==> config.mk <==
export PLATFORM = sky130hd
export DESIGN_NAME = axi_wr_burst_slave
export DESIGN_NICKNAME = d
export VERILOG_FILES = /design/src/rtl/axi_wr_burst_slave_pkg.sv /design/src/rtl/axi_wr_burst_slave_fifo.sv /design/src/rtl/axi_wr_burst_slave.sv
export SDC_FILE = /design/constraint.sdc
export NUM_CORES = 1
export LEC_CHECK = 0
export ABC_AREA = 1
export BUFFER_PORTS_ARGS = -buffer_cell sky130_fd_sc_hd__buf_2
export CAP_MARGIN = 25
export CORE_AREA = 4 4 182 184
export DETAILED_ROUTE_END_ITERATION = 7
export DIE_AREA = 0 0 186 188
export GPL_TIMING_DRIVEN = 0
export PLACE_DENSITY = 0.64
export SLEW_MARGIN = 20
export SYNTH_ARGS = -nofsm -noshare
export SYNTH_HDL_FRONTEND = slang
export SYNTH_SLANG_ARGS = --single-unit
==> constraint.sdc <==
create_clock -name clk -period 4.1 [get_ports clk]
set_clock_uncertainty 0.1 [all_clocks]
set_input_delay 0 -clock clk [delete_from_list [all_inputs] [get_ports clk]]
set_output_delay 0 -clock clk [all_outputs]
set_load 0.02 [all_outputs]
==> src/rtl/axi_wr_burst_slave_pkg.sv <==
// Shared AXI definitions for the write-burst slave: burst and response codes,
// the FSM state encoding and a WRAP length legality helper.
package axi_wr_burst_slave_pkg;

    localparam logic [1:0] BURST_FIXED = 2'b00;
    localparam logic [1:0] BURST_INCR  = 2'b01;
    localparam logic [1:0] BURST_WRAP  = 2'b10;
    localparam logic [1:0] BURST_RSVD  = 2'b11;

    localparam logic [1:0] RESP_OKAY   = 2'b00;
    localparam logic [1:0] RESP_SLVERR = 2'b10;

    typedef enum logic [1:0] {
        ST_IDLE = 2'd0,
        ST_DATA = 2'd1,
        ST_RESP = 2'd2
    } wr_state_e;

    // WRAP bursts are only legal for 2, 4, 8 or 16 beats.
    function automatic logic wrap_len_ok(input logic [7:0] len);
        return (len == 8'd1) || (len == 8'd3) || (len == 8'd7) || (len == 8'd15);
    endfunction

endpackage

==> src/rtl/axi_wr_burst_slave_fifo.sv <==
// Synchronous FIFO with registered storage; a push is accepted while full
// provided a pop happens in the same cycle.
module sync_fifo #(
    parameter int WIDTH = 8,
    parameter int DEPTH = 4
) (
    input  logic             clk,
    input  logic             rst_n,
    input  logic             push,
    input  logic [WIDTH-1:0] push_data,
    input  logic             pop,
    output logic [WIDTH-1:0] pop_data,
    output logic             full,
    output logic             empty
);

    localparam int PW = $clog2(DEPTH);

    logic [WIDTH-1:0] mem [DEPTH];
    logic [PW:0]      wr_ptr;
    logic [PW:0]      rd_ptr;
    logic             do_push;
    logic             do_pop;

    assign empty    = (wr_ptr == rd_ptr);
    assign full     = (wr_ptr[PW] != rd_ptr[PW]) && (wr_ptr[PW-1:0] == rd_ptr[PW-1:0]);
    assign do_pop   = pop & ~empty;
    assign do_push  = push & (~full | do_pop);
    assign pop_data = mem[rd_ptr[PW-1:0]];

    always_ff @(posedge clk or negedge rst_n) begin
        if (!rst_n) begin
            wr_ptr <= '0;
            rd_ptr <= '0;
        end else begin
            if (do_push) wr_ptr <= wr_ptr + 1'b1;
            if (do_pop)  rd_ptr <= rd_ptr + 1'b1;
        end
    end

    always_ff @(posedge clk) begin
        if (do_push) mem[wr_ptr[PW-1:0]] <= push_data;
    end

endmodule

==> src/rtl/axi_wr_burst_slave.sv <==
// AXI write-burst slave: accepts one burst at a time, buffers beats with their
// computed addresses and drains them to a simple valid/ready write port.
module axi_wr_burst_slave
    import axi_wr_burst_slave_pkg::*;
#(
    parameter int                ID_WIDTH   = 8,
    parameter int                ADDR_WIDTH = 11,
    parameter int                DATA_WIDTH = 32,
    parameter int                FIFO_DEPTH = 4,
    parameter logic [ID_WIDTH-1:0] SLAVE_ID = '0
) (
    input  logic                    clk,
    input  logic                    rst_n,
    input  logic [ID_WIDTH-1:0]     AWID,
    input  logic [ADDR_WIDTH-1:0]   AWADDR,
    input  logic [7:0]              AWLEN,
    input  logic [2:0]              AWSIZE,
    input  logic [1:0]              AWBURST,
    input  logic                    AWVALID,
    output logic                    AWREADY,
    input  logic [DATA_WIDTH-1:0]   WDATA,
    input  logic [DATA_WIDTH/8-1:0] WSTRB,
    input  logic                    WLAST,
    input  logic                    WVALID,
    output logic                    WREADY,
    output logic [ID_WIDTH-1:0]     BID,
    output logic [1:0]              BRESP,
    output logic                    BVALID,
    input  logic                    BREADY,
    output logic                    wr_vld,
    input  logic                    wr_rdy,
    output logic [ADDR_WIDTH-1:0]   wr_addr,
    output logic [DATA_WIDTH-1:0]   wr_data,
    output logic [DATA_WIDTH/8-1:0] wr_strb,
    output logic                    wr_last,
    input  logic                    wr_err,
    output logic                    busy
);

    localparam int         STRB_WIDTH = DATA_WIDTH / 8;
    localparam int         ENTRY_W    = ADDR_WIDTH + DATA_WIDTH + STRB_WIDTH + 1;
    localparam logic [2:0] MAX_SIZE   = 3'($clog2(STRB_WIDTH));

    wr_state_e             state;
    wr_state_e             state_nxt;
    logic [ID_WIDTH-1:0]   aw_id_q;
    logic [7:0]            aw_len_q;
    logic [2:0]            aw_size_q;
    logic [1:0]            aw_burst_q;
    logic [ADDR_WIDTH-1:0] cur_addr;
    logic [7:0]            beat_cnt;
    logic                  w_done;
    logic                  err_q;

    logic                  aw_hs;
    logic                  w_hs;
    logic                  pop;
    logic                  beat_last;
    logic                  aw_bad;
    logic                  fifo_full;
    logic                  fifo_empty;
    logic [ENTRY_W-1:0]    fifo_in;
    logic [ENTRY_W-1:0]    fifo_out;

    logic [31:0]           wrap_bytes;
    logic [ADDR_WIDTH-1:0] wrap_mask;
    logic [ADDR_WIDTH-1:0] addr_inc;
    logic [ADDR_WIDTH-1:0] addr_nxt;

    assign aw_hs     = (state == ST_IDLE) && AWVALID && (AWID == SLAVE_ID);
    assign w_hs      = WVALID & WREADY;
    assign pop       = wr_vld & wr_rdy;
    assign beat_last = (beat_cnt == aw_len_q);
    assign aw_bad    = (AWBURST == BURST_RSVD)
                     || ((AWBURST == BURST_WRAP) && !wrap_len_ok(AWLEN))
                     || (AWSIZE > MAX_SIZE);

    // WRAP keeps the bits above the window and lets only the offset roll over.
    assign wrap_bytes = ({24'd0, aw_len_q} + 32'd1) << aw_size_q;
    assign wrap_mask  = ADDR_WIDTH'(wrap_bytes - 32'd1);
    assign addr_inc   = cur_addr + (ADDR_WIDTH'(1) << aw_size_q);

    always_comb begin
        addr_nxt = addr_inc;
        case (aw_burst_q)
            BURST_FIXED: addr_nxt = cur_addr;
            BURST_WRAP:  addr_nxt = (cur_addr & ~wrap_mask) | (addr_inc & wrap_mask);
            default:     addr_nxt = addr_inc;
        endcase
    end

    always_comb begin
        state_nxt = state;
        AWREADY   = 1'b0;
        WREADY    = 1'b0;
        BVALID    = 1'b0;
        BID       = '0;
        BRESP     = RESP_OKAY;
        case (state)
            ST_IDLE: begin
                AWREADY = 1'b1;
                if (aw_hs) state_nxt = ST_DATA;
            end
            ST_DATA: begin
                WREADY = ~fifo_full & ~w_done;
                if (pop && wr_last) state_nxt = ST_RESP;
            end
            ST_RESP: begin
                BVALID = 1'b1;
                BID    = aw_id_q;
                BRESP  = err_q ? RESP_SLVERR : RESP_OKAY;
                if (BREADY) state_nxt = ST_IDLE;
            end
            default: state_nxt = ST_IDLE;
        endcase
    end

    assign busy = (state != ST_IDLE);

    always_ff @(posedge clk or negedge rst_n) begin
        if (!rst_n) begin
            state    <= ST_IDLE;
            beat_cnt <= '0;
            w_done   <= 1'b0;
            err_q    <= 1'b0;
        end else begin
            state <= state_nxt;
            if (aw_hs) begin
                beat_cnt <= '0;
                w_done   <= 1'b0;
                err_q    <= aw_bad;
            end else if (w_hs) begin
                beat_cnt <= beat_cnt + 8'd1;
                w_done   <= beat_last;
                if (WLAST != beat_last) err_q <= 1'b1;
            end
            if (pop && wr_err) err_q <= 1'b1;
            if (BVALID && BREADY) err_q <= 1'b0;
        end
    end

    always_ff @(posedge clk) begin
        if (aw_hs) begin
            aw_id_q    <= AWID;
            aw_len_q   <= AWLEN;
            aw_size_q  <= AWSIZE;
            aw_burst_q <= AWBURST;
            cur_addr   <= AWADDR;
        end else if (w_hs) begin
            cur_addr <= addr_nxt;
        end
    end

    assign fifo_in = {cur_addr, WDATA, WSTRB, beat_last};
    assign wr_vld  = ~fifo_empty;
    assign {wr_addr, wr_data, wr_strb, wr_last} = fifo_out;

    sync_fifo #(
        .WIDTH (ENTRY_W),
        .DEPTH (FIFO_DEPTH)
    ) u_fifo (
        .clk       (clk),
        .rst_n     (rst_n),
        .push      (w_hs),
        .push_data (fifo_in),
        .pop       (pop),
        .pop_data  (fifo_out),
        .full      (fifo_full),
        .empty     (fifo_empty)
    );

endmodule
[Yosys cells after proc, flatten, opt, wreduce, memory -nomap -nowiden]
Memories as Yosys holds them, arrays and structs flattened.
Cells that the tools add are included.
Word-level totals
  output and inout bits: 63
  input bits: 76
  RAM bits: 192
  logic and storage cells: 99
  memories kept: 1
  register bits after elaboration: 50
Memory list
  u_fifo.mem: depth 4, width 48, rd ports 1, clocked after Yosys merged registers in 0, wr ports 1, RTL line axi_wr_burst_slave_fifo.sv:19  | logic [WIDTH-1:0] mem [DEPTH];
Operators by class
  multiplexer cells: 24
  reductions and logical operators: 23
  add/sub/neg operators: 6
  bitwise logic cells: 13
  eq/ne operators: 18
  shift operators: 2
  $lt $le $gt $ge: 1
Operators with widths (number)
  $mux 8: 3
  $and 11x11->11: 2
  $mux 11: 2
  $pmux 11 s2: 1
  $mux 1: 12
  $add 11x11->11: 1
  $not 11->11: 1
  $or 11x11->11: 1
  $shl 1x3->11 const A: 1
  $shl 9x3->11: 1
  $sub 11x1->11 const B: 1
  $mux 2: 5
  $add 8x1->9 const B: 1
  $add 8x1->8 const B: 1
  $eq 2x2->1 const B: 4
  $eq 8x1->1 const B: 1
  $eq 8x2->1 const B: 1
  $eq 8x3->1 const B: 1
  $eq 8x4->1 const B: 1
  $eq 8x8->1: 1
  $logic_not 8->1: 1
  $ne 2x2->1 const B: 4
  $reduce_bool 4->1: 2
  $logic_and 1x1->1: 7
  16 further kinds: 31

[Logic depth before layout (Yosys ltp)]
Gate-level depths: netlist of the first run.
  depth after elaboration: 11
  gate-level depth with buffers: 20
  mapped depth without buffers: 18

[Modules after synthesis]
Synthesis of the first run repeated with hierarchy kept, for this count alone.
Unflattened totals
  cells, all modules: 1017
  area, all modules: 11190.7 sq um
By module, submodules not included
  sync_fifo: cells an instance 524, instances 1, area an instance 7533.5 sq um
  axi_wr_burst_slave: cells an instance 493, instances 1, area an instance 3657.3 sq um

[Worst setup path after synthesis of the first run]
No wires, ideal clock.
  path type: register to register
  start: register u_fifo.rd_ptr[0]
  end: memory u_fifo.mem[3][0] (netlist bit), enable pin
  cell stages (with the launch flop): 10
  slack: 0.430 ns
  library setup time: 0.456 ns
  buffers on the path: 1
  arrival: 3.113 ns
  cells stage by stage: dfrtp_1 > buf_2 > inv_2 > nand2_1 > a21oi_1 > nand2_1 > nand2_1 > inv_2 > nand2_2 > nor2_1
On the way
  word-level cells in the longest chain between the ends: 9
Ends and longest elaborated chain
  start, declared: RTL line axi_wr_burst_slave_fifo.sv:21  | logic [PW:0] rd_ptr;
  start signal, assigned: RTL line axi_wr_burst_slave_fifo.sv:37  | if (do_pop) rd_ptr <= rd_ptr + 1'b1;
  $eq 2x2->1: RTL line axi_wr_burst_slave_fifo.sv:26  | assign full = (wr_ptr[PW] != rd_ptr[PW]) && (wr_ptr[PW-1:0] == rd_ptr[PW-1:0]);
  $logic_and 1x1->1: RTL line axi_wr_burst_slave_fifo.sv:26
  $not 1->1: RTL line axi_wr_burst_slave.sv:105  | WREADY = ~fifo_full & ~w_done;
  $and 1x1->1: RTL line axi_wr_burst_slave.sv:105
  $mux 1: RTL line axi_wr_burst_slave.sv:99  | case (state)
  net WREADY: RTL line axi_wr_burst_slave.sv:25  | output logic WREADY,
  $and 1x1->1: RTL line axi_wr_burst_slave.sv:71  | assign w_hs = WVALID & WREADY;
  $and 1x1->1: RTL line axi_wr_burst_slave_fifo.sv:28  | assign do_push = push & (~full | do_pop);
  $mux 1: RTL line axi_wr_burst_slave_fifo.sv:42  | if (do_push) mem[wr_ptr[PW-1:0]] <= push_data;
  $mux 1 (implied by the code): RTL line axi_wr_burst_slave_fifo.sv:42
  end, declared: RTL line axi_wr_burst_slave_fifo.sv:19
The timed path passes the listed nets, and every way through them passes these cells.

==> results.txt, run 1 <==
----------------------------------------------------
[Layout]
  Number of inserted diodes ... 0
  Layout net count ... 1347
  Commonest non-fill, non-tap cell in the layout ... edfxtp_1
  Area added between synthesis and finish ... 28.0%
  Fill cells ... 2948
  Commonest cells after routing, fill and taps aside ... 224 x edfxtp_1, 147 x nor2_1, 144 x buf_2
  Fraction of layout instances using a drive strength above 1 ... 19.1%

[Timing]
  Achievable clock frequency ... 324 MHz
  Count of final max-slew check failures ... 0
  Final setup violation count ... 0
  Final worst setup slack ... 1.01 ns
  Count of endpoints failing hold in the final timing report ... 0
  Setup TNS Final ... 0 ns
  Max-Slew Margin vs Limit ... 41.6%
  Pin slew with the least headroom to its limit ... 0.874 ns
  Tmin final ... 3.09 ns
  Final period util ... 75.3%
  Unrepaired setup endpoints after global routing ... false
  Hold slack final ... 0.108 ns

[Critical path]
  Bufs and invs on worst path ... 3
  Critical path endpoint category ... register
  Slowest cell on crit path ... buf_2
  Slack of the worst reg-to-reg path ... 1.01 ns
  Crit path largest cell delay ... 0.70 ns
  Largest fanout on the critical path ... 30
  Cell-by-cell trace of the critical path ... nor2_2 > inv_1 > nor3b_1 > and2_1 > nand2_1 > inv_1 > buf_2 > nand2_1 > nand2_1
  Setup crit start kind ... register
  Category of the critical setup timing path ... register to register
  Crit path required time ... 4.38 ns
  Category of cells accounting for the largest share of critical-path delay ... buffers and inverters
  Most repeated library cell on the critical path ... nand2_1
  Critical path data arrival time ... 3.37 ns

[Job]
  Max-capacitance violation count ... 0

[Clocking]
  Post-CTS setup-driven buffer insertion count ... 0
  Number of buffers created by CTS ... 26
  Deepest clock path buffer count ... 3
  # H-tree levels ... 1
  Clock tree root buffer cell ... clkbuf_16
  Clock transition at path regs ... 0.06 ns
  Number of sinks driven by the clock tree ... 242
  Clock tree from TritonCTS ... yes
  Worst skew pair latency ... 0.52 ns

[Routing]
  Wirelength per Cell ... 16.6 um
  Total wire length after detailed routing ... 27.7 mm
  Detailed router's first-iteration violation count ... 537
  Number of vias per cell ... 4.90
  Number of DRC violations after detailed routing ... 0
  Pre-antenna DRT Iters ... 5
  Via count ... 8209
  Met2 routed wirelength ... 13.4 mm
  WL met1 ... 11.9 mm
  Post-route antenna net violation count ... 0
  Met3 Wirelength ... 1.78 mm
  Top layer reached by signal wires ... met4

[Power]
  Maximum vdd ir drop ... 0.247 mV
  PD cells ... 531 nW/um^2
  Leak Pwr ... 5.52 nW
  Final total power ... 7.43 mW

[Die]
  Starting density of the core ... 34.8%
  Die Width ... 186 um
  Std cell rows ... 65
  Chip height ... 188 um
  Die Area ... 35000 um^2
  Core footprint ... 31400 um^2
  Boundary pin count ... 139

[Placed design]
  Worst slack after detailed placement ... 1.06 ns
  Routability-driven placement congestion ratio ... 0.875
  DPL Wire Length ... 19.1 mm
  Buffers added on ports ... 137

[Synth]
  Count of flip-flops with a built-in enable after synthesis ... 224
  Flop and latch count out of synthesis ... 242
  Synthesized netlist net count ... 1094
  Synthesized area ... 10900 um^2
  Cell count after synthesis ... 1001
  FFs w/ async S/R, synth ... 7.44%
  Number of distinct library cells after synthesis ... 40
  Primary FF master, synth ... edfxtp_1
  Average footprint of a synthesized cell ... 10.9 um^2
  Yosys warns ... 0
  Fraction of the yosys area taken by sequential cells ... 65.6%

[Global routing]
  Residual overflow from global routing ... 0
  Maximum number of pins on one net before global-route repair ... 31
  Global Route Usage Sum ... 15.5%
  Antenna violations before repair ... 0
  Number of global-route vias before repair ... 8009
  Wire length of the first global-routing pass ... 43.0 mm

[Worst hold path]
  Hold crit path type ... input pin to register

[Status]
  Result of the run ... complete, no violations

----------------------------------------------------
==> stage by stage <==
stage	util, %	std cells	area, um^2
floorplan	-	1001	10900
global placement	38.6	1540	12100
detailed placement	39.3	1548	12300
CTS	44.6	1675	14000
global route	44.6	1675	14000
finish	44.6	1675	14000
==> power breakdown <==
group	internal [mW]	leakage [nW]	switching, mW
clock	1.38	0.411	0.923
sequential	2.74	2.23	0.0531
combinational	0.715	2.88	1.62
total	4.84	5.52	2.60
==> cell usage after synthesis, types with 11 or more instances <==
cell | n | share of area (%)
a21oi_1 | 20 | 0.92
ha_1 | 16 | 1.8
nand2_1 | 135 | 4.6
o21ai_0 | 115 | 5.3
nand3_2 | 16 | 1.5
nand3_1 | 59 | 2.7
nor2_1 | 151 | 5.2
inv_1 | 78 | 2.7
edfxtp_1 | 224 | 62
dfrtp_1 | 18 | 4.1
clkbuf_1 | 32 | 1.1
xor2_1 | 11 | 0.88
o22ai_1 | 49 | 2.8
==> metal layers <==
metal	vias to the layer above	track usage, %
met4	0	3.78
met5	-	0.143
met3	40	2.60
met2	213	26.3
li1	4013	-
met1	3943	20.7
==> final timing paths <==
kind,end,cells after the start,from
worst min register to register,u_fifo.wr_ptr[2],1,u_fifo.wr_ptr[2]
worst max register to register,register,9,state[1]
worst min-delay path,aw_burst_q[1],2,AWBURST[1]
max in group asynchronous,beat_cnt[1],3,rst_n
worst max-delay path,register,9,state[1]
min in group asynchronous,beat_cnt[3],3,rst_n
==> cells by family after synthesis <==
logic type | synth area share [%]
other | 0.0343
AOI/OAI and AO/OA | 9.80
adders and majority gates | 2.01
DFF | 65.6
xor gates and xnor gates | 1.28
and+or+nand+nor | 16.5
buffers and inverters | 4.75
==> worst reg2reg max path, stage by stage (launching register included) <==
cell     delay (ns)
dfrtp_1        0.40
nor2_2         0.15
inv_1          0.07
nor3b_1        0.21
and2_1         0.16
nand2_1        0.27
inv_1          0.48
buf_2          0.70
nand2_1        0.27
nand2_1        0.14
==> state kept, by name, summed over array words and instances (netlist names), named ones only <==
name           flops
aw_len_q           8
u_fifo.mem       192
err_q              1
w_done             1
aw_size_q          3
u_fifo.rd_ptr      3
state              2
u_fifo.wr_ptr      3
aw_burst_q         2
beat_cnt           8
aw_id_q            8
==> layout make-up <==
cell class	count	area, um^2	area share [%]
multi-input cells	632	3270	23.4
plain buffers	45	211	1.51
well taps	402	503	3.60
flip-flops and latches	242	7180	51.3
inverters	82	308	2.20
clock inverters	12	150	1.07
clock buffers	35	694	4.96
repair buffers	225	1680	12.0
==> repair_timing <==
| item | in CTS | in global routing |
|---|---|---|
| resized for setup | 0 | 0 |
| endpoints found under the hold margin | 203 | 0 |
| hold buffers | 80 | 0 |
| endpoints found under the setup margin | 0 | 0 |
Note: power is estimated with default switching activity, not from simulation.
==> run 2, diff against run 1 <==
--- a/config.mk
+++ b/config.mk
@@ -5,12 +5,12 @@
 export SDC_FILE = /design/constraint.sdc
 export NUM_CORES = 1
 export LEC_CHECK = 0
-export ABC_AREA = 1
+export ABC_AREA = 0
 export BUFFER_PORTS_ARGS = -buffer_cell sky130_fd_sc_hd__buf_2
 export CAP_MARGIN = 25
-export CORE_AREA = 4 4 182 184
+export CORE_AREA = 4 4 180 182
 export DETAILED_ROUTE_END_ITERATION = 7
-export DIE_AREA = 0 0 186 188
+export DIE_AREA = 0 0 184 186
 export GPL_TIMING_DRIVEN = 0
 export PLACE_DENSITY = 0.64
 export SLEW_MARGIN = 20
==> constraint.sdc (replaced) <==
create_clock -name clk -period 3 [get_ports clk]
set_clock_uncertainty 0.1 [all_clocks]
set_input_delay 0 -clock clk [delete_from_list [all_inputs] [get_ports clk]]
set_output_delay 0 -clock clk [all_outputs]
set_load 0.02 [all_outputs]
==> results.txt, run 2 <==
----------------------------------------------------
[Timing]
  Tmin final ... 2.90 ns (was 3.09 ns)
  Final period util ... 96.6% (was 75.3%)
  Achievable clock frequency ... 345 MHz (was 324 MHz)
  Hold slack final ... 0.0664 ns (was 0.108 ns)
  Pin slew with the least headroom to its limit ... 0.840 ns (was 0.874 ns)
  Max-Slew Margin vs Limit ... 44.0% (was 41.6%)
  Final setup violation count ... 0 (unchanged)
  Count of endpoints failing hold in the final timing report ... 0 (unchanged)
  Count of final max-slew check failures ... 0 (unchanged)
  Unrepaired setup endpoints after global routing ... true (was false)

[Synth]
  Dominant combinational cell family by area after synthesis ... multiplexers (was simple AND/OR/NAND/NOR gates)
  FFs w/ async S/R, synth ... 7.44% (unchanged)
  Count of flip-flops with a built-in enable after synthesis ... 224 (unchanged)
  Fraction of the yosys area taken by sequential cells ... 67.3% (was 65.6%)
  Synthesized area ... 10700 um^2 (was 10900 um^2)
  Primary FF master, synth ... edfxtp_1 (unchanged)
  Synthesized netlist net count ... 734 (was 1094)
  Synth Area in Simple Gates ... 8.22% (was 16.5%)
  Arithmetic-cell share of the synthesized area counting full adders, half adders and majority gates ... 2.06% (was 2.01%)
  Flop and latch count out of synthesis ... 242 (unchanged)
  Synthesized-area fraction occupied by xor and xnor cells ... 3.19% (was 1.28%)
  Synthesized-area fraction occupied by ao, oa, aoi and oai cells ... 5.48% (was 9.80%)
  Number of distinct library cells after synthesis ... 76 (was 40)
  Commonest cells post-synth ... 224 x edfxtp_1, 48 x mux4_2, 44 x nor2_1 (was 224 x edfxtp_1, 151 x nor2_1, 135 x nand2_1)
  Cell count after synthesis ... 641 (was 1001)
  Yosys warns ... 0 (unchanged)
  Post-synth top area share ... 63.1% (was 61.5%)
  Cell with the most instances after synthesis ... edfxtp_1 (unchanged)
  Average footprint of a synthesized cell ... 16.6 um^2 (was 10.9 um^2)
  Top cell type by total area after synthesis ... edfxtp_1 (unchanged)
  Multiplexer area fraction after synthesis ... 11.5% (was 0%)
  Area contributors post-synth ... edfxtp_1 63%, mux4_2 10%, dfrtp_1 4.2%, xnor2_1 2.0%, ha_1 1.9% (was edfxtp_1 62%, o21ai_0 5.3%, nor2_1 5.2%, nand2_1 4.6%, dfrtp_1 4.1%)

[Critical path]
  Critical path data arrival time ... 3.14 ns (was 3.37 ns)
  Setup crit start kind ... register (unchanged)
  Critical path endpoint category ... register (unchanged)
  Largest fanout on the critical path ... 10 (was 30)
  Crit path required time ... 3.24 ns (was 4.38 ns)
  Category of the critical setup timing path ... register to register (unchanged)

[Routing]
  Wirelength per Cell ... 17.8 um (was 16.6 um)
  Number of vias per cell ... 4.93 (was 4.90)
  Total wire length after detailed routing ... 23.2 mm (was 27.7 mm)
  Post-route antenna net violation count ... 0 (unchanged)
  Pre-antenna DRT Iters ... 4 (was 5)
  Number of DRC violations after detailed routing ... 0 (unchanged)
  Detailed router's first-iteration violation count ... 377 (was 537)
  Via count ... 6405 (was 8209)

[Die]
  Chip height ... 186 um (was 188 um)
  Core footprint ... 30600 um^2 (was 31400 um^2)
  Starting density of the core ... 34.9% (was 34.8%)
  Die Width ... 184 um (was 186 um)
  Std cell rows ... 64 (was 65)
  Boundary pin count ... 139 (unchanged)
  Die Area ... 34200 um^2 (was 35000 um^2)

[Global routing]
  Maximum number of pins on one net before global-route repair ... 50 (was 31)
  Number of global-route vias before repair ... 6584 (was 8009)
  Wire length of the first global-routing pass ... 36.4 mm (was 43.0 mm)
  Antenna violations before repair ... 0 (unchanged)
  Global Route Usage Sum ... 13.3% (was 15.5%)
  Residual overflow from global routing ... 0 (unchanged)

[Clocking]
  Clock transition at path regs ... 0.06 ns (about the same)
  Clock tree from TritonCTS ... yes (unchanged)
  Deepest clock path buffer count ... 3 (unchanged)
  # H-tree levels ... 1 (unchanged)
  Clock tree root buffer cell ... clkbuf_16 (unchanged)
  Worst skew pair latency ... 0.52 ns (about the same)
  Number of sinks driven by the clock tree ... 242 (unchanged)
  Number of buffers created by CTS ... 26 (unchanged)

[Job]
  Max-capacitance violation count ... 0 (unchanged)

[Layout]
  Area added between synthesis and finish ... 27.8% (was 28.0%)
  Post-route core utilization ... 44.5% (was 44.6%)
  Multi-input gate area ... 3320 um^2 (was 3270 um^2)
  Number of inserted diodes ... 0 (unchanged)
  Flip-flop count of the largest register after layout ... 192 (unchanged)
  Fraction of layout instances using a drive strength above 1 ... 32.0% (was 19.1%)
  Sequential standard cell area ... 7180 um^2 (unchanged)
  Finished Cell Area ... 13600 um^2 (was 14000 um^2)
  Layout net count ... 976 (was 1347)
  Commonest non-fill, non-tap cell in the layout ... edfxtp_1 (unchanged)
  Fill cells ... 2730 (was 2948)
  Commonest cells after routing, fill and taps aside ... 224 x edfxtp_1, 144 x buf_2, 73 x dlygate4sd3_1 (was 224 x edfxtp_1, 147 x nor2_1, 144 x buf_2)

[Placed design]
  DPL Wire Length ... 15.4 mm (was 19.1 mm)
  Routability-driven placement congestion ratio ... 0.843 (was 0.875)
  Post-placement cell area ... 11900 um^2 (was 12300 um^2)
  Buffers added on ports ... 137 (unchanged)

[Power]
  Leak Pwr ... 4.91 nW (was 5.52 nW)
  Maximum vdd ir drop ... 0.397 mV (was 0.247 mV)
  PD cells ... 686 nW/um^2 (was 531 nW/um^2)

[Worst hold path]
  Hold crit path type ... input pin to register (unchanged)

[Status]
  Result of the run ... complete, no violations (unchanged)

----------------------------------------------------
[run 2: through the flow]
stage	cells	total power [mW]	TNS (ns)	worst slack, ns
floorplan	641	5.44	0	0.00329
global placement	1174	6.14	-130.80	-0.884
detailed placement	1177	6.18	-0.609	-0.237
CTS	1299	9.50	-0.0161	-0.0161
global route	1299	9.80	-0.143	-0.0748
finish	1299	9.35	0	0.103
[run 2: area by class of cell]
| cell class | count | share of cell area (%) |
|---|---|---|
| flip-flops and latches | 242 | 52.7 |
| multi-input cells | 357 | 24.4 |
| repair buffers | 215 | 11.0 |
| clock buffers | 35 | 5.10 |
| well taps | 396 | 3.64 |
| plain buffers | 33 | 1.63 |
| clock inverters | 13 | 1.32 |
| inverters | 8 | 0.239 |
[run 2: critical path, cell delays in order (launching register included)]
cell and delay (ns):
edfxtp_1 0.41, buf_6 0.17, clkbuf_4 0.19, and2_1 0.18
ha_1 0.32, a211oi_2 0.28, o21ai_1 0.13, o211a_1 0.16
a41o_1 0.25, xor2_1 0.16, mux2i_1 0.09, nor4_1 0.26
[run 2: final timing paths]
check | startpoint | endpoint | slack, ns | cells past startpoint
hold reg to reg | u_fifo.rd_ptr[2] | u_fifo.rd_ptr[2] | 0.39 | 1
max in group asynchronous | rst_n | u_fifo.rd_ptr[1] | 1.73 | 3
min in group asynchronous | rst_n | beat_cnt[0] | 0.57 | 3
setup reg to reg | aw_size_q[0] | register | 0.10 | 11
setup / recovery | aw_size_q[0] | register | 0.10 | 11
hold / removal | wr_rdy | u_fifo.rd_ptr[0] | 0.07 | 4
[run 2: routing by layer]
metal  share of wire, %  up-vias  global-route usage (%)  wire length, um
met1                 45     3189                    18.2            10400
met4                1.9        0                    2.90              438
met3                5.6       31                    2.42             1300
met5                  0        -                       0                0
li1                   -     3011                       -                -
met2                 48      174                    22.3            11100
[run 2: where the power goes]
group / total (mW) / leakage, nW / switching (mW) / internal (mW)
logic: 2.32 / 2.23 / 1.28 / 1.04
clock network: 3.22 / 0.422 / 1.25 / 1.97
registers: 3.82 / 2.25 / 0.0753 / 3.74
[run 2: cells by family (layout without fill, tap and decap cells)]
| kind of cell | Yosys count | in the layout |
|---|---|---|
| DFF | 242 | 242 |
| and+or+nand+nor | 159 | 159 |
| AOI/OAI and AO/OA | 82 | 82 |
| muxes | 60 | 60 |
| buffers and inverters | 42 | 304 |
| xor gates and xnor gates | 38 | 38 |
| adders and majority gates | 17 | 17 |
| other | 1 | 1 |
[run 2: timing repair]
action | in CTS | in global routing
endpoints found under the setup margin | 35 | 27
cloned | 0 | 0
pin swaps | 0 | 1
buffers inserted | 1 | 0
hold buffers | 73 | 0
endpoints found under the hold margin | 244 | 0
gates resized for setup | 10 | 11
==> run 3, diff against run 2 <==
--- a/config.mk
+++ b/config.mk
@@ -8,9 +8,9 @@
 export ABC_AREA = 0
 export BUFFER_PORTS_ARGS = -buffer_cell sky130_fd_sc_hd__buf_2
 export CAP_MARGIN = 25
-export CORE_AREA = 4 4 180 182
+export CORE_AREA = 4 4 207 159
 export DETAILED_ROUTE_END_ITERATION = 7
-export DIE_AREA = 0 0 184 186
+export DIE_AREA = 0 0 211 163
 export GPL_TIMING_DRIVEN = 0
 export PLACE_DENSITY = 0.64
 export SLEW_MARGIN = 20
==> results.txt, run 3 (synthesized netlist as in run 2, its figures left out) <==
----------------------------------------------------
[Timing]
  Setup TNS Final ... 0 ns (unchanged)
  Unrepaired setup endpoints after global routing ... true (unchanged)
  Count of endpoints failing hold in the final timing report ... 0 (unchanged)
  Achievable clock frequency ... 344 MHz (was 345 MHz)
  Final setup violation count ... 0 (unchanged)
  Tmin final ... 2.90 ns (about the same)
  Pin slew with the least headroom to its limit ... 0.904 ns (was 0.840 ns)
  Max-Slew Margin vs Limit ... 39.7% (was 44.0%)
  Count of final max-slew check failures ... 0 (unchanged)
  Final period util ... 96.8% (was 96.6%)

[Critical path]
  Crit path required time ... 3.28 ns (was 3.24 ns)
  Slowest cell on crit path ... edfxtp_1 (unchanged)
  Number of cells on the worst reg-to-reg path ... 11 (unchanged)
  Bufs and invs on worst path ... 2 (unchanged)
  Most repeated library cell on the critical path ... buf_4
  Crit path largest cell delay ... 0.42 ns (was 0.41 ns)
  Worst path depth ... 11 (unchanged)
  Critical path endpoint category ... register (unchanged)
  Largest fanout on the critical path ... 10 (unchanged)
  Source of the worst register-to-register timing path ... aw_size_q[0] (unchanged)
  Cell-by-cell trace of the critical path ... buf_4 > buf_4 > and2_4 > ha_1 > a211oi_4 > o21ai_1 > o211a_1 > a41o_1 > xor2_1 > mux2i_1 > nor4_2 (was buf_6 > clkbuf_4 > and2_1 > ha_1 > a211oi_2 > o21ai_1 > o211a_1 > a41o_1 > xor2_1 > mux2i_1 > nor4_1)
  Category of cells accounting for the largest share of critical-path delay ... compound AO/OA/AOI/OAI gates (unchanged)
  Critical path data arrival time ... 3.18 ns (was 3.14 ns)
  Slack of the worst reg-to-reg path ... 0.1 ns (was 0.10 ns)
  Setup crit start kind ... register (unchanged)
  Category of the critical setup timing path ... register to register (unchanged)

[Global routing]
  Number of global-route vias before repair ... 6591 (was 6584)
  Wire length of the first global-routing pass ... 37.8 mm (was 36.4 mm)
  Global Route Usage Sum ... 13.9% (was 13.3%)
  Residual overflow from global routing ... 0 (unchanged)
  Antenna violations before repair ... 0 (unchanged)
  Maximum number of pins on one net before global-route repair ... 50 (unchanged)

[Power]
  Reg power frac ... 40.6% (was 40.8%)
  Net switching power ... 2.72 mW (was 2.60 mW)
  Maximum vdd ir drop ... 0.392 mV (was 0.397 mV)
  Clock power frac ... 34.2% (was 34.4%)
  P_int ... 6.64 mW (was 6.75 mW)
  Net Sw Frac ... 29.1% (was 27.8%)
  Proportion of power drawn by combinational gates ... 25.1% (was 24.8%)
  PD cells ... 682 nW/um^2 (was 686 nW/um^2)
  Leak Pwr ... 4.94 nW (was 4.91 nW)

[Die]
  Boundary pin count ... 139 (unchanged)
  Core footprint ... 30900 um^2 (was 30600 um^2)
  Chip height ... 163 um (was 186 um)
  Std cell rows ... 56 (was 64)
  Die Width ... 211 um (was 184 um)
  Die Area ... 34400 um^2 (was 34200 um^2)
  Starting density of the core ... 34.5% (was 34.9%)

[Clocking]
  Worst skew pair latency ... 0.54 ns (was 0.52 ns)
  # H-tree levels ... 1 (unchanged)
  Clock transition at path regs ... 0.07 ns (was 0.06 ns)
  Number of sinks driven by the clock tree ... 242 (unchanged)
  Deepest clock path buffer count ... 3 (unchanged)
  Clock tree from TritonCTS ... yes (unchanged)
  Clock tree root buffer cell ... clkbuf_16 (unchanged)
  Number of buffers created by CTS ... 26 (unchanged)

[Worst hold path]
  Hold Path Depth ... 2 (was 4)
  Destination of the worst hold path ... aw_len_q[7] (was u_fifo.rd_ptr[0])
  Hold crit path type ... input pin to register (unchanged)
  Min-Delay Startpoint ... AWLEN[7] (was wr_rdy)

[Routing]
  Pre-antenna DRT Iters ... 5 (was 4)
  Total wire length after detailed routing ... 23.9 mm (was 23.2 mm)
  Wirelength per Cell ... 18.1 um (was 17.8 um)
  Via count ... 6509 (was 6405)
  Number of DRC violations after detailed routing ... 0 (unchanged)
  Detailed router's first-iteration violation count ... 462 (was 377)
  Post-route antenna net violation count ... 0 (unchanged)
  Number of vias per cell ... 4.93 (about the same)

[Job]
  Max-capacitance violation count ... 0 (unchanged)

[Layout]
  Commonest non-fill, non-tap cell in the layout ... edfxtp_1 (unchanged)
  Fraction of layout instances using a drive strength above 1 ... 33.3% (was 32.0%)
  Flip-flop count of the largest register after layout ... 192 (unchanged)
  Number of inserted diodes ... 0 (unchanged)
  Layout net count ... 986 (was 976)
  Commonest cells after routing, fill and taps aside ... 224 x edfxtp_1, 143 x buf_2, 75 x dlygate4sd3_1 (was 224 x edfxtp_1, 144 x buf_2, 73 x dlygate4sd3_1)
  Area added between synthesis and finish ... 28.8% (was 27.8%)
  Final cell count without fillers ... 1319 (was 1299)

[Placed design]
  Placed instance count ... 1187 (was 1177)
  DPL Wire Length ... 15.7 mm (was 15.4 mm)
  Buffers added on ports ... 137 (unchanged)
  Routability-driven placement congestion ratio ... 0.860 (was 0.843)

[Status]
  Result of the run ... complete, no violations (unchanged)

----------------------------------------------------
==> run 3: cell count changes in the layout (fill, tap and decap cells not counted), moves of 2 or more <==
cell           delta
buf_4            +10
clkbuf_1          -6
clkinv_1          +4
clkinv_4          +3
clkinv_2          -2
clkinvlp_4        +2
dlygate4sd3_1     +2
ha_1              -2
inv_6             +2
==> run 3: worst max-delay path by stage <==
stage | from | end | slack, ns
after global routing | aw_size_q[0] | register | -0.03
after floorplan | u_fifo.rd_ptr[0] | u_fifo.mem[1][0] | 0.003
after CTS | u_fifo.rd_ptr[0] | wr_data[16] | 0.006
after global placement | u_fifo.rd_ptr[1] | u_fifo.mem[1][22] | -1.00
after detailed placement | aw_size_q[1] | register | -0.22
final | aw_size_q[0] | register | 0.1
==> run 3: stage by stage <==
step	setup slack [ns]	utilization [%]	instance area, um^2	total power, mW	hold slack, ns
6_report	0.0969	44.4	13700	9.36	0.0869
5_1_grt	-0.0260	44.4	13700	9.84	0.0769
4_1_cts	0.00613	44.1	13600	9.54	0.0492
3_5_place_dp	-0.219	38.6	11900	6.20	-0.136
3_3_place_gp	-1.00	38.4	11900	6.16	-0.137
2_1_floorplan	0.00329	-	10700	5.44	-0.396
==> run 3: worst register-to-register path, stage by stage, from the launching register on <==
cell	delay (ns)
edfxtp_1	0.42
buf_4	0.21
buf_4	0.19
and2_4	0.15
ha_1	0.32
a211oi_4	0.30
o21ai_1	0.11
o211a_1	0.16
a41o_1	0.28
xor2_1	0.13
mux2i_1	0.11
nor4_2	0.26
==> run 3: area by class of cell <==
| class | instances | area (um^2) |
|---|---|---|
| clock inverters | 20 | 206 |
| clock buffers | 28 | 658 |
| inverters | 8 | 36.3 |
| multi-input cells | 357 | 3360 |
| well taps | 406 | 508 |
| plain buffers | 34 | 226 |
| flip-flops and latches | 242 | 7180 |
| fillers | 2690 | 17200 |
| repair buffers | 224 | 1560 |
==> run 3: power groups by stage <==
stage / clock, mW / sequential, mW / combinational, mW
after global routing: 3.47 / 3.81 / 2.56
after global placement: 0 / 3.87 / 2.29
after floorplan: 0 / 3.86 / 1.58
final: 3.21 / 3.80 / 2.35
after detailed placement: 0 / 3.88 / 2.33
after CTS: 3.31 / 3.81 / 2.42
==> run 3: per-layer routing <==
| metal | global-route usage (%) | vias up | share of wire [%] |
|---|---|---|---|
| li1 | - | 3048 | - |
| met1 | 19.6 | 3247 | 46 |
| met2 | 22.7 | 182 | 47 |
| met3 | 2.93 | 32 | 5.4 |
| met4 | 2.77 | 0 | 1.8 |
| met5 | 0 | - | 0 |
==> run 3: repair_timing <==
action | CTS | global route
endpoints found under the setup margin | 35 | 16
resized for setup | 16 | 17
pin swaps | 0 | 4
hold buffers | 75 | 0
endpoints found under the hold margin | 246 | 0
setup buffers | 2 | 7
